--- src/rtl/fetch_pc_unit_if.sv ---
// Fetch-unit bundle: downstream stall/redirect, instruction-memory handshake and
// the IF/ID output slot. The fetch unit sits on the master side.
interface fetch_pc_unit_if #(
    parameter int unsigned ADDR_W  = 16,
    parameter int unsigned INSTR_W = 16
);
    logic               stall_i;
    logic               redirect_i;
    logic [ADDR_W-1:0]  redirect_pc_i;
    logic               imem_req_o;
    logic [ADDR_W-1:0]  imem_addr_o;
    logic               imem_ack_i;
    logic [INSTR_W-1:0] imem_rdata_i;
    logic               if_valid_o;
    logic [INSTR_W-1:0] if_instr_o;
    logic [ADDR_W-1:0]  if_pc_o;

    modport master (
        input  stall_i, redirect_i, redirect_pc_i, imem_ack_i, imem_rdata_i,
        output imem_req_o, imem_addr_o, if_valid_o, if_instr_o, if_pc_o
    );

    modport slave (
        output stall_i, redirect_i, redirect_pc_i, imem_ack_i, imem_rdata_i,
        input  imem_req_o, imem_addr_o, if_valid_o, if_instr_o, if_pc_o
    );
endinterface

--- src/rtl/fetch_pc_unit.sv ---
// Fetch front end: owns the PC, runs the imem req/ack handshake, feeds the
// IF/ID slot through a one-entry skid buffer and flushes on EX redirects.
module fetch_pc_unit #(
    parameter int unsigned          ADDR_W   = 16,
    parameter int unsigned          INSTR_W  = 16,
    parameter logic [ADDR_W-1:0]    RESET_PC = {ADDR_W{1'b0}},
    parameter int unsigned          PC_INC   = 1
) (
    input  logic               clk,
    input  logic               rst,
    fetch_pc_unit_if.master    bus
);
    typedef enum logic [1:0] {
        ST_IDLE  = 2'd0,
        ST_REQ   = 2'd1,
        ST_WAIT  = 2'd2,
        ST_DRAIN = 2'd3
    } state_e;

    state_e             state_q, state_d;
    logic [ADDR_W-1:0]  pc_q, pc_d;
    logic               req_q, req_d;
    logic [ADDR_W-1:0]  addr_q, addr_d;
    logic               valid_q, valid_d;
    logic [INSTR_W-1:0] instr_q, instr_d;
    logic [ADDR_W-1:0]  opc_q, opc_d;
    logic               skid_v_q, skid_v_d;
    logic [INSTR_W-1:0] skid_instr_q, skid_instr_d;
    logic [ADDR_W-1:0]  skid_pc_q, skid_pc_d;

    logic ack_s, consume_s, redir_s;

    // An ack only counts while a request is actually on the bus.
    assign ack_s     = bus.imem_ack_i && req_q;
    assign consume_s = valid_q && !bus.stall_i;
    assign redir_s   = bus.redirect_i;

    always_ff @(posedge clk) begin
        if (rst) begin
            state_q <= ST_IDLE;
        end else begin
            state_q <= state_d;
        end
    end

    always_comb begin
        state_d = state_q;
        case (state_q)
            ST_IDLE:  state_d = ST_REQ;
            ST_REQ: begin
                if (redir_s) begin
                    state_d = ack_s ? ST_REQ : ST_DRAIN;
                end else if (ack_s && valid_q && !consume_s) begin
                    state_d = ST_WAIT;
                end else begin
                    state_d = ST_REQ;
                end
            end
            ST_WAIT: begin
                if (redir_s || consume_s) begin
                    state_d = ST_REQ;
                end else begin
                    state_d = ST_WAIT;
                end
            end
            // The outstanding ack must still be absorbed; a new redirect only retargets pc.
            ST_DRAIN: begin
                if (ack_s) begin
                    state_d = ST_REQ;
                end else begin
                    state_d = ST_DRAIN;
                end
            end
            default:  state_d = ST_IDLE;
        endcase
    end

    always_comb begin
        pc_d         = pc_q;
        valid_d      = valid_q;
        instr_d      = instr_q;
        opc_d        = opc_q;
        skid_v_d     = skid_v_q;
        skid_instr_d = skid_instr_q;
        skid_pc_d    = skid_pc_q;

        if (redir_s) begin
            pc_d = bus.redirect_pc_i;
        end else if (state_q == ST_REQ && ack_s) begin
            pc_d = pc_q + ADDR_W'(PC_INC);
        end else begin
            pc_d = pc_q;
        end

        if (redir_s) begin
            valid_d  = 1'b0;
            skid_v_d = 1'b0;
        end else if (state_q == ST_WAIT && consume_s) begin
            valid_d  = 1'b1;
            instr_d  = skid_instr_q;
            opc_d    = skid_pc_q;
            skid_v_d = 1'b0;
        end else if (state_q == ST_REQ && ack_s) begin
            if (!valid_q || consume_s) begin
                valid_d = 1'b1;
                instr_d = bus.imem_rdata_i;
                opc_d   = pc_q;
            end else begin
                skid_v_d     = 1'b1;
                skid_instr_d = bus.imem_rdata_i;
                skid_pc_d    = pc_q;
            end
        end else if (consume_s) begin
            valid_d = 1'b0;
        end else begin
            valid_d = valid_q;
        end

        // DRAIN keeps the old address on the bus until its ack returns.
        req_d  = (state_d == ST_REQ) || (state_d == ST_DRAIN);
        addr_d = (state_d == ST_DRAIN) ? addr_q : pc_d;
    end

    always_ff @(posedge clk) begin
        if (rst) begin
            pc_q         <= RESET_PC;
            req_q        <= 1'b0;
            addr_q       <= RESET_PC;
            valid_q      <= 1'b0;
            instr_q      <= {INSTR_W{1'b0}};
            opc_q        <= {ADDR_W{1'b0}};
            skid_v_q     <= 1'b0;
            skid_instr_q <= {INSTR_W{1'b0}};
            skid_pc_q    <= {ADDR_W{1'b0}};
        end else begin
            pc_q         <= pc_d;
            req_q        <= req_d;
            addr_q       <= addr_d;
            valid_q      <= valid_d;
            instr_q      <= instr_d;
            opc_q        <= opc_d;
            skid_v_q     <= skid_v_d;
            skid_instr_q <= skid_instr_d;
            skid_pc_q    <= skid_pc_d;
        end
    end

    assign bus.imem_req_o  = req_q;
    assign bus.imem_addr_o = addr_q;
    assign bus.if_valid_o  = valid_q;
    assign bus.if_instr_o  = instr_q;
    assign bus.if_pc_o     = opc_q;
endmodule

--- src/flat_wrapper.sv ---
// flat-port wrapper written by rule: the top's interface ports become plain ports
module fetch_pc_unit_flat 
#(
    parameter int unsigned          ADDR_W   = 16,
    parameter int unsigned          INSTR_W  = 16,
    parameter logic [ADDR_W-1:0]    RESET_PC = {ADDR_W{1'b0}},
    parameter int unsigned          PC_INC   = 1
)
  (clk, rst, bus_stall_i, bus_redirect_i, bus_redirect_pc_i, bus_imem_ack_i, bus_imem_rdata_i, bus_imem_req_o, bus_imem_addr_o, bus_if_valid_o, bus_if_instr_o, bus_if_pc_o);
  fetch_pc_unit_if #(.ADDR_W(ADDR_W), .INSTR_W(INSTR_W)) bus_i ();
  input  logic clk;
  input  logic rst;
  input wire logic [$bits(bus_i.stall_i)-1:0] bus_stall_i;
  input wire logic [$bits(bus_i.redirect_i)-1:0] bus_redirect_i;
  input wire logic [$bits(bus_i.redirect_pc_i)-1:0] bus_redirect_pc_i;
  input wire logic [$bits(bus_i.imem_ack_i)-1:0] bus_imem_ack_i;
  input wire logic [$bits(bus_i.imem_rdata_i)-1:0] bus_imem_rdata_i;
  output wire logic [$bits(bus_i.imem_req_o)-1:0] bus_imem_req_o;
  output wire logic [$bits(bus_i.imem_addr_o)-1:0] bus_imem_addr_o;
  output wire logic [$bits(bus_i.if_valid_o)-1:0] bus_if_valid_o;
  output wire logic [$bits(bus_i.if_instr_o)-1:0] bus_if_instr_o;
  output wire logic [$bits(bus_i.if_pc_o)-1:0] bus_if_pc_o;
  assign bus_i.stall_i = bus_stall_i;
  assign bus_i.redirect_i = bus_redirect_i;
  assign bus_i.redirect_pc_i = bus_redirect_pc_i;
  assign bus_i.imem_ack_i = bus_imem_ack_i;
  assign bus_i.imem_rdata_i = bus_imem_rdata_i;
  assign bus_imem_req_o = bus_i.imem_req_o;
  assign bus_imem_addr_o = bus_i.imem_addr_o;
  assign bus_if_valid_o = bus_i.if_valid_o;
  assign bus_if_instr_o = bus_i.if_instr_o;
  assign bus_if_pc_o = bus_i.if_pc_o;
  fetch_pc_unit #(.ADDR_W(ADDR_W), .INSTR_W(INSTR_W), .RESET_PC(RESET_PC), .PC_INC(PC_INC)) u_core (.clk(clk), .rst(rst), .bus(bus_i));
endmodule
--- config.mk ---
export PLATFORM = sky130hd
export DESIGN_NAME = fetch_pc_unit_flat
export DESIGN_NICKNAME = d
export VERILOG_FILES = /design/src/rtl/fetch_pc_unit_if.sv /design/src/rtl/fetch_pc_unit.sv /design/src/flat_wrapper.sv
export SDC_FILE = /design/constraint.sdc
export NUM_CORES = 1
export LEC_CHECK = 0
export ABC_AREA = 1
export CAP_MARGIN = 25
export CORE_UTILIZATION = 39
export CTS_BUF_LIST = sky130_fd_sc_hd__clkbuf_8 sky130_fd_sc_hd__clkbuf_16
export CTS_CLUSTER_DIAMETER = 40
export DETAILED_ROUTE_END_ITERATION = 10
export DONT_BUFFER_PORTS = 1
export PLACE_DENSITY = 0.54
export SLEW_MARGIN = 20
export SYNTH_ARGS = -nofsm -noshare
export SYNTH_HDL_FRONTEND = slang
export SYNTH_SLANG_ARGS = --single-unit
--- constraint.sdc ---
create_clock -name clk -period 1.35 [get_ports clk]
set_input_delay 0.0675 -clock clk [delete_from_list [all_inputs] [get_ports clk]]
set_output_delay 0.0675 -clock clk [all_outputs]
set_load 0.005 [all_outputs]
==> results.py, run 1 <==
metrics = {
    "outcome": {
        "status": "finished with violations",
        "failed_checks": "negative hold slack, negative setup slack",
    },
    "layout": {
        "regArea_mm2": 0.00199,
        "instances_no_fill": 805,
        "fin_util_pct": 59.9,
        "nets": 703,
        "drive_gt1_share_pct": 28.7,
        "n_antenna_cell": 0,
        "multiInputGateArea_mm2": 0.00222,
        "n_fill_cell": 932,
        "area_growth_pct": 48.1,
    },
    "die": {
        "num_rows": 37,
        "start_util_pct": 40.5,
        "die_h_um": 106,
        "io_pins": 87,
        "die_w_um": 106,
        "core_mm2": 0.0104,
        "dieArea_mm2": 0.0112,
    },
    "logic_synthesis": {
        "synthAdderAreaFrac_pct": 0.298,
        "synth.most_common_cell": "nand2_1",
        "netlist_area_mm2": 0.00420,
        "netlist_instances": 577,
        "synth_top_family_by_area": "simple AND/OR/NAND/NOR gates",
        "synth.mux.area_fraction_pct": 0,
        "synth.avg_cell_area_um2": 7.28,
        "synth_common_cells": "nand2_1 (126), dfxtp_1 (99), o21ai_0 (65), nor2_1 (64), inv_1 (54)",
        "synthXorXnorAreaFrac_pct": 0.417,
        "ys_warn_count": 0,
        "synth-simple-area-share_pct": 24.2,
        "synth_area_leader_cell": "dfxtp_1",
        "synth.area.top_cells": "dfxtp_1 (47%), nand2_1 (11%), o21ai_0 (7.7%)",
        "synth_edf_count": 0,
        "synth_top_cell_area_share_pct": 47.2,
        "synth_compound_area_share_pct": 18.8,
        "synth_cell_types": 27,
        "syn_nets": 615,
        "ys_seq_area_share_pct": 47.2,
        "ys_ff_latch": 99,
        "synth-main-ff-cell": "dfxtp_1",
        "synthArstFlopShare_pct": 0,
    },
    "pwr": {
        "seqPwrFrac_pct": 54.0,
        "power_leakage_nw": 2.76,
        "comb_power_share_pct": 14.2,
        "power_density_mw_per_mm2": 937,
        "p_int_mw": 4.30,
        "sw_frac_of_total_pct": 26.1,
        "irDropWorstVdd_mv": 0.486,
        "switching_power_mw": 1.52,
        "pwr-share-clk_pct": 31.8,
    },
    "worst_hold_path": {
        "min_path_type": "in2reg",
        "worstHoldStart": "rst",
    },
    "global_route": {
        "grt_pass1_vias": 3796,
        "grt_antenna_before_repair": 0,
        "grtUsageTotal_pct": 21.2,
        "grt_pass1_wl_um": 18900,
        "grt_max_degree": 67,
        "grt_overflow": 0,
    },
    "sta": {
        "timing.hold.ws_ns": -0.241,
        "setup_viol": 88,
        "slew_headroom_pct": 71.7,
        "hold_viol": 15,
        "layout_setup_ws_ns": -0.218,
        "tns_ns": -12.04,
        "finClkSkew_ns": 0.0129,
        "fin_crit_sh_pct": 116,
        "rsz0062_at_grt": "true",
        "fmax_mhz": 638,
        "finalCriticalPeriod_ns": 1.57,
        "worstMarginPinSlew_ns": 0.423,
        "drv_slew": 0,
    },
    "place": {
        "port_buffers": 0,
        "place_congestion": 0.880,
        "dp_cells": 720,
        "dp_worst_setup_slack_ns": -0.141,
        "dp_hpwl_um": 7360,
    },
    "route": {
        "vias": 4076,
        "via_per_inst": 5.06,
        "dr.pass1.iters": 5,
        "postRouteAntennaNets": 0,
        "wl_per_cell_um": 15.9,
        "drc": 0,
        "routed_wirelength_um": 12800,
        "dr.first_iter.drc_count": 317,
    },
    "setup_path": {
        "crit_arrival_ns": 1.82,
        "worstSetupPathType": "reg2reg",
        "end_kind": "flip-flop",
        "worstPathRequired_ns": 1.60,
        "crit_start": "u_core.state_q[0]",
        "worstReg2RegStart": "u_core.state_q[0]",
        "cp_max_fo": 8,
        "startpoint_type": "flip-flop",
    },
    "clock_network": {
        "cts_tree": "done",
        "root_buffer": "clkbuf_8",
        "cts.path.max_buffers": 2,
        "clock_latency_ns": 0.36,
        "htree_levels": 3,
        "clkTransAtPathRegs_ns": 0.10,
        "numCtsBuffers": 9,
        "cts_sinks": 99,
        "cts_hold_buf": 29,
    },
    "job": {
        "cap_violations": 0,
    },
}
routing by layer:
layer | GRT usage [%] | vias up | wire length, um
li1 | - | 2065 | -
met1 | 29.7 | 1870 | 5780
met2 | 32.4 | 117 | 5990
met3 | 4.33 | 24 | 770
met4 | 7.44 | 0 | 265
met5 | 0 | - | 0
kinds of logic (layout without fill, tap and decap cells):
logic type / after synthesis / in the layout
buf+inv: 94 / 186
xor+xnor: 2 / 2
compound gates: 145 / 145
fa+ha+maj: 1 / 1
flops: 99 / 99
simple gates: 236 / 236
worst paths after layout:
path,end,slack [ns],depth (start not counted)
worst max register to register,u_core.bus.if_pc_o[11],-0.22,8
worst min-delay path,u_core.pc_q[13],-0.24,1
worst min register to register,u_core.bus.if_pc_o[10],0.48,2
worst max-delay path,u_core.bus.if_pc_o[11],-0.22,8
layout by cell type, fill, tap and decap left out, types with 13 or more instances in the layout:
cell           count
dlygate4sd3_1     29
a31oi_1           25
nand3_1           14
nor2_1            57
nand3_2           13
nand2_1          106
buf_6             18
o21ai_0           42
dfxtp_1           95
buf_4             36
nand2_2           16
inv_1             52
a21oi_1           15
o21ai_1           26
o21ai_2           16
registers in the layout, indices dropped and copies added, names as in the netlist:
register and cells:
u_core.bus.if_instr_o 16, u_core.bus.if_pc_o 16, u_core.state_q 2, u_core.skid_pc_q 16, u_core.pc_q 16, u_core.bus.imem_addr_o 16
u_core.skid_instr_q 16, u_core.bus.if_valid_o 1
timing repair:
item / CTS / global route
gates cloned: 6 / 13
pin swaps: 11 / 12
buffers inserted: 16 / 7
gates resized for setup: 54 / 103
endpoints found under the setup margin: 93 / 97
endpoints found under the hold margin: 61 / 15
layout make-up:
class                           count  share of cell area, %
Tap cell                          136                   2.74
Clock buffer                        9                   1.99
Inverter                           57                   3.68
Timing Repair Buffer              114                   22.9
Multi-Input combinational cell    384                   35.7
Sequential cell                    99                   32.0
Clock inverter                      6                  0.946
metrics by stage:
stage               area [um2]  power [mW]  hold WS, ns
floorplan                 4210        3.52        0.202
global placement          4630        3.69        0.138
detailed placement        4630        3.70        0.139
CTS                       5550        5.72       -0.253
global route              6220        6.07       -0.263
finish                    6220        5.82       -0.241
power by group through the flow:
| stage | Combinational, mW | Clock, mW | Sequential [mW] |
|---|---|---|---|
| 3_5_place_dp | 0.495 | 0 | 3.21 |
| 5_1_grt | 0.900 | 2.00 | 3.16 |
| 4_1_cts | 0.682 | 1.89 | 3.14 |
| 2_1_floorplan | 0.326 | 0 | 3.19 |
| 3_3_place_gp | 0.487 | 0 | 3.20 |
| 6_report | 0.825 | 1.85 | 3.15 |
worst max-delay path, cell delays in order, from the launching register on:
cell and delay, ns:
dfxtp_4 0.37, buf_12 0.13, nor3_4 0.23, nor2_4 0.08, nor2_8 0.14, buf_12 0.17
buf_8 0.12, clkbuf_16 0.14, a31oi_2 0.08
Power figures use the tool's default switching activity.
==> inputs of run 2 (changes only) <==
clock period = 1.4 ns   (was 1.35 ns; I/O delays follow)
==> results.py, run 2 (synthesis results as in run 1) <==
metrics = {
    "clock_network": {
        "htree_levels": 3,
        "clkTransAtPathRegs_ns": 0.10,
        "clock_latency_ns": 0.38,
        "numCtsBuffers": 9,
        "root_buffer": "clkbuf_8",
        "cts_sinks": 99,
        "cts.path.max_buffers": 2,
        "cts_tree": "done",
    },
    "sta": {
        "fmax_mhz": 646,
        "finalCriticalPeriod_ns": 1.55,
        "hold_viol": 0,
        "layout_setup_ws_ns": -0.149,
        "finClkSkew_ns": 0.0105,
        "rsz0062_at_grt": "true",
        "fin_crit_sh_pct": 111,
        "timing.hold.ws_ns": 0.00159,
        "slew_headroom_pct": 57.0,
        "drv_slew": 0,
        "setup_viol": 81,
        "worstMarginPinSlew_ns": 0.643,
    },
    "layout": {
        "final_common_cell": "nand2_1",
        "n_fill_cell": 985,
        "drive_gt1_share_pct": 25.8,
        "nets": 685,
        "n_antenna_cell": 0,
        "final_cell_mix": "nand2_1 (119), dfxtp_1 (95), nor2_1 (55)",
        "fin_util_pct": 55.8,
        "area_growth_pct": 37.9,
    },
    "route": {
        "dr.pass1.iters": 4,
        "routed_wirelength_um": 12600,
        "drc": 0,
        "postRouteAntennaNets": 0,
        "vias": 4000,
        "wl_per_cell_um": 15.9,
        "via_per_inst": 5.08,
        "dr.first_iter.drc_count": 276,
    },
    "setup_path": {
        "crit_start": "u_core.state_q[1]",
        "worstSetupPathType": "reg2reg",
        "worstReg2RegStart": "u_core.state_q[1]",
        "reg2reg_to": "u_core.bus.if_pc_o[3]",
        "crit_arrival_ns": 1.86,
        "cp_max_fo": 6,
        "end_kind": "flip-flop",
        "reg2regPathDepth": 9,
        "startpoint_type": "flip-flop",
        "worstPathRequired_ns": 1.71,
        "regToRegSetupSlack_ns": -0.15,
        "endpoint": "u_core.bus.if_pc_o[3]",
    },
    "place": {
        "port_buffers": 0,
        "place_congestion": 0.897,
        "dp_hpwl_um": 7170,
    },
    "pwr": {
        "p_total_mw": 5.45,
        "power_density_mw_per_mm2": 941,
        "irDropWorstVdd_mv": 0.447,
        "power_leakage_nw": 2.54,
    },
    "global_route": {
        "grt_antenna_before_repair": 0,
        "grtUsageTotal_pct": 20.5,
        "grt_overflow": 0,
        "grt_pass1_vias": 3650,
        "grt_pass1_wl_um": 18200,
        "grt_max_degree": 43,
    },
    "outcome": {
        "status": "finished with violations",
        "failed_checks": "negative setup slack",
    },
    "job": {
        "cap_violations": 0,
    },
    "die": {
        "io_pins": 87,
        "num_rows": 37,
        "core_mm2": 0.0104,
        "dieArea_mm2": 0.0112,
        "die_h_um": 106,
        "die_w_um": 106,
        "start_util_pct": 40.5,
    },
    "worst_hold_path": {
        "holdPathStages": 4,
        "min_path_type": "in2reg",
    },
}
[run 2: cell types whose count changed in the layout (fill, tap and decap cells not counted), sizes merged]
cell	change
buf	-20
bufinv	-1
clkbuf	-2
clkinv	+1
clkinvlp	+1
dlygate4sd3	+5
inv	-1
[run 2: report_power, final]
group          switching, mW  internal [mW]
clock network           1.03          0.691
registers             0.0933           2.94
logic                  0.366          0.331
[run 2: worst min path at each step]
stage,end,from
2_1_floorplan,u_core.skid_instr_q[0],bus_imem_rdata_i[0]
3_3_place_gp,u_core.pc_q[13],rst
3_5_place_dp,u_core.pc_q[10],rst
4_1_cts,u_core.pc_q[10],rst
5_1_grt,u_core.bus.imem_addr_o[10],rst
6_report,u_core.pc_q[0],bus_redirect_pc_i[0]
[run 2: stage by stage]
stage / cell area (um2) / setup WS [ns] / TNS (ns) / cells
5_1_grt: 5790 / -0.250 / -13.77 / 788
3_3_place_gp: 4600 / -0.0693 / -0.426 / 716
4_1_cts: 5200 / -0.0441 / -0.509 / 768
2_1_floorplan: 4210 / -0.00614 / -0.00614 / 577
6_report: 5790 / -0.149 / -4.88 / 788
3_5_place_dp: 4600 / -0.0839 / -0.774 / 716
[run 2: metal layers]
layer	global-route usage, %	up-vias	share of wire, %
met5	0	-	0
met4	6.75	0	1.3
met3	6.00	14	6.4
met2	30.0	102	45
met1	28.6	1854	47
li1	-	2030	-
[run 2: timing repair]
action / in CTS / in global routing
hold buffers: 32 / 2
gates resized for setup: 15 / 136
buffers inserted: 3 / 8
endpoints found under the setup margin: 71 / 93
gates cloned: 1 / 10
endpoints found under the hold margin: 62 / 16
pin swaps: 1 / 38
[run 2: worst max-delay path: stages (launching register included)]
cell and delay, ns:
dfxtp_2 0.34, inv_2 0.05, buf_6 0.11, nor3_4 0.24, nor2_4 0.09, nor2_8 0.19
buf_6 0.17, buf_6 0.12, o21ai_2 0.05, a31oi_1 0.13
[run 2: layout make-up]
class | count | area [um2] | share of cell area, %
Clock buffer | 10 | 138 | 2.38
Clock inverter | 6 | 41.3 | 0.713
Inverter | 57 | 219 | 3.78
Multi-Input combinational cell | 384 | 2130 | 36.9
Sequential cell | 99 | 1990 | 34.3
Tap cell | 136 | 170 | 2.94
Timing Repair Buffer | 96 | 1100 | 19.0
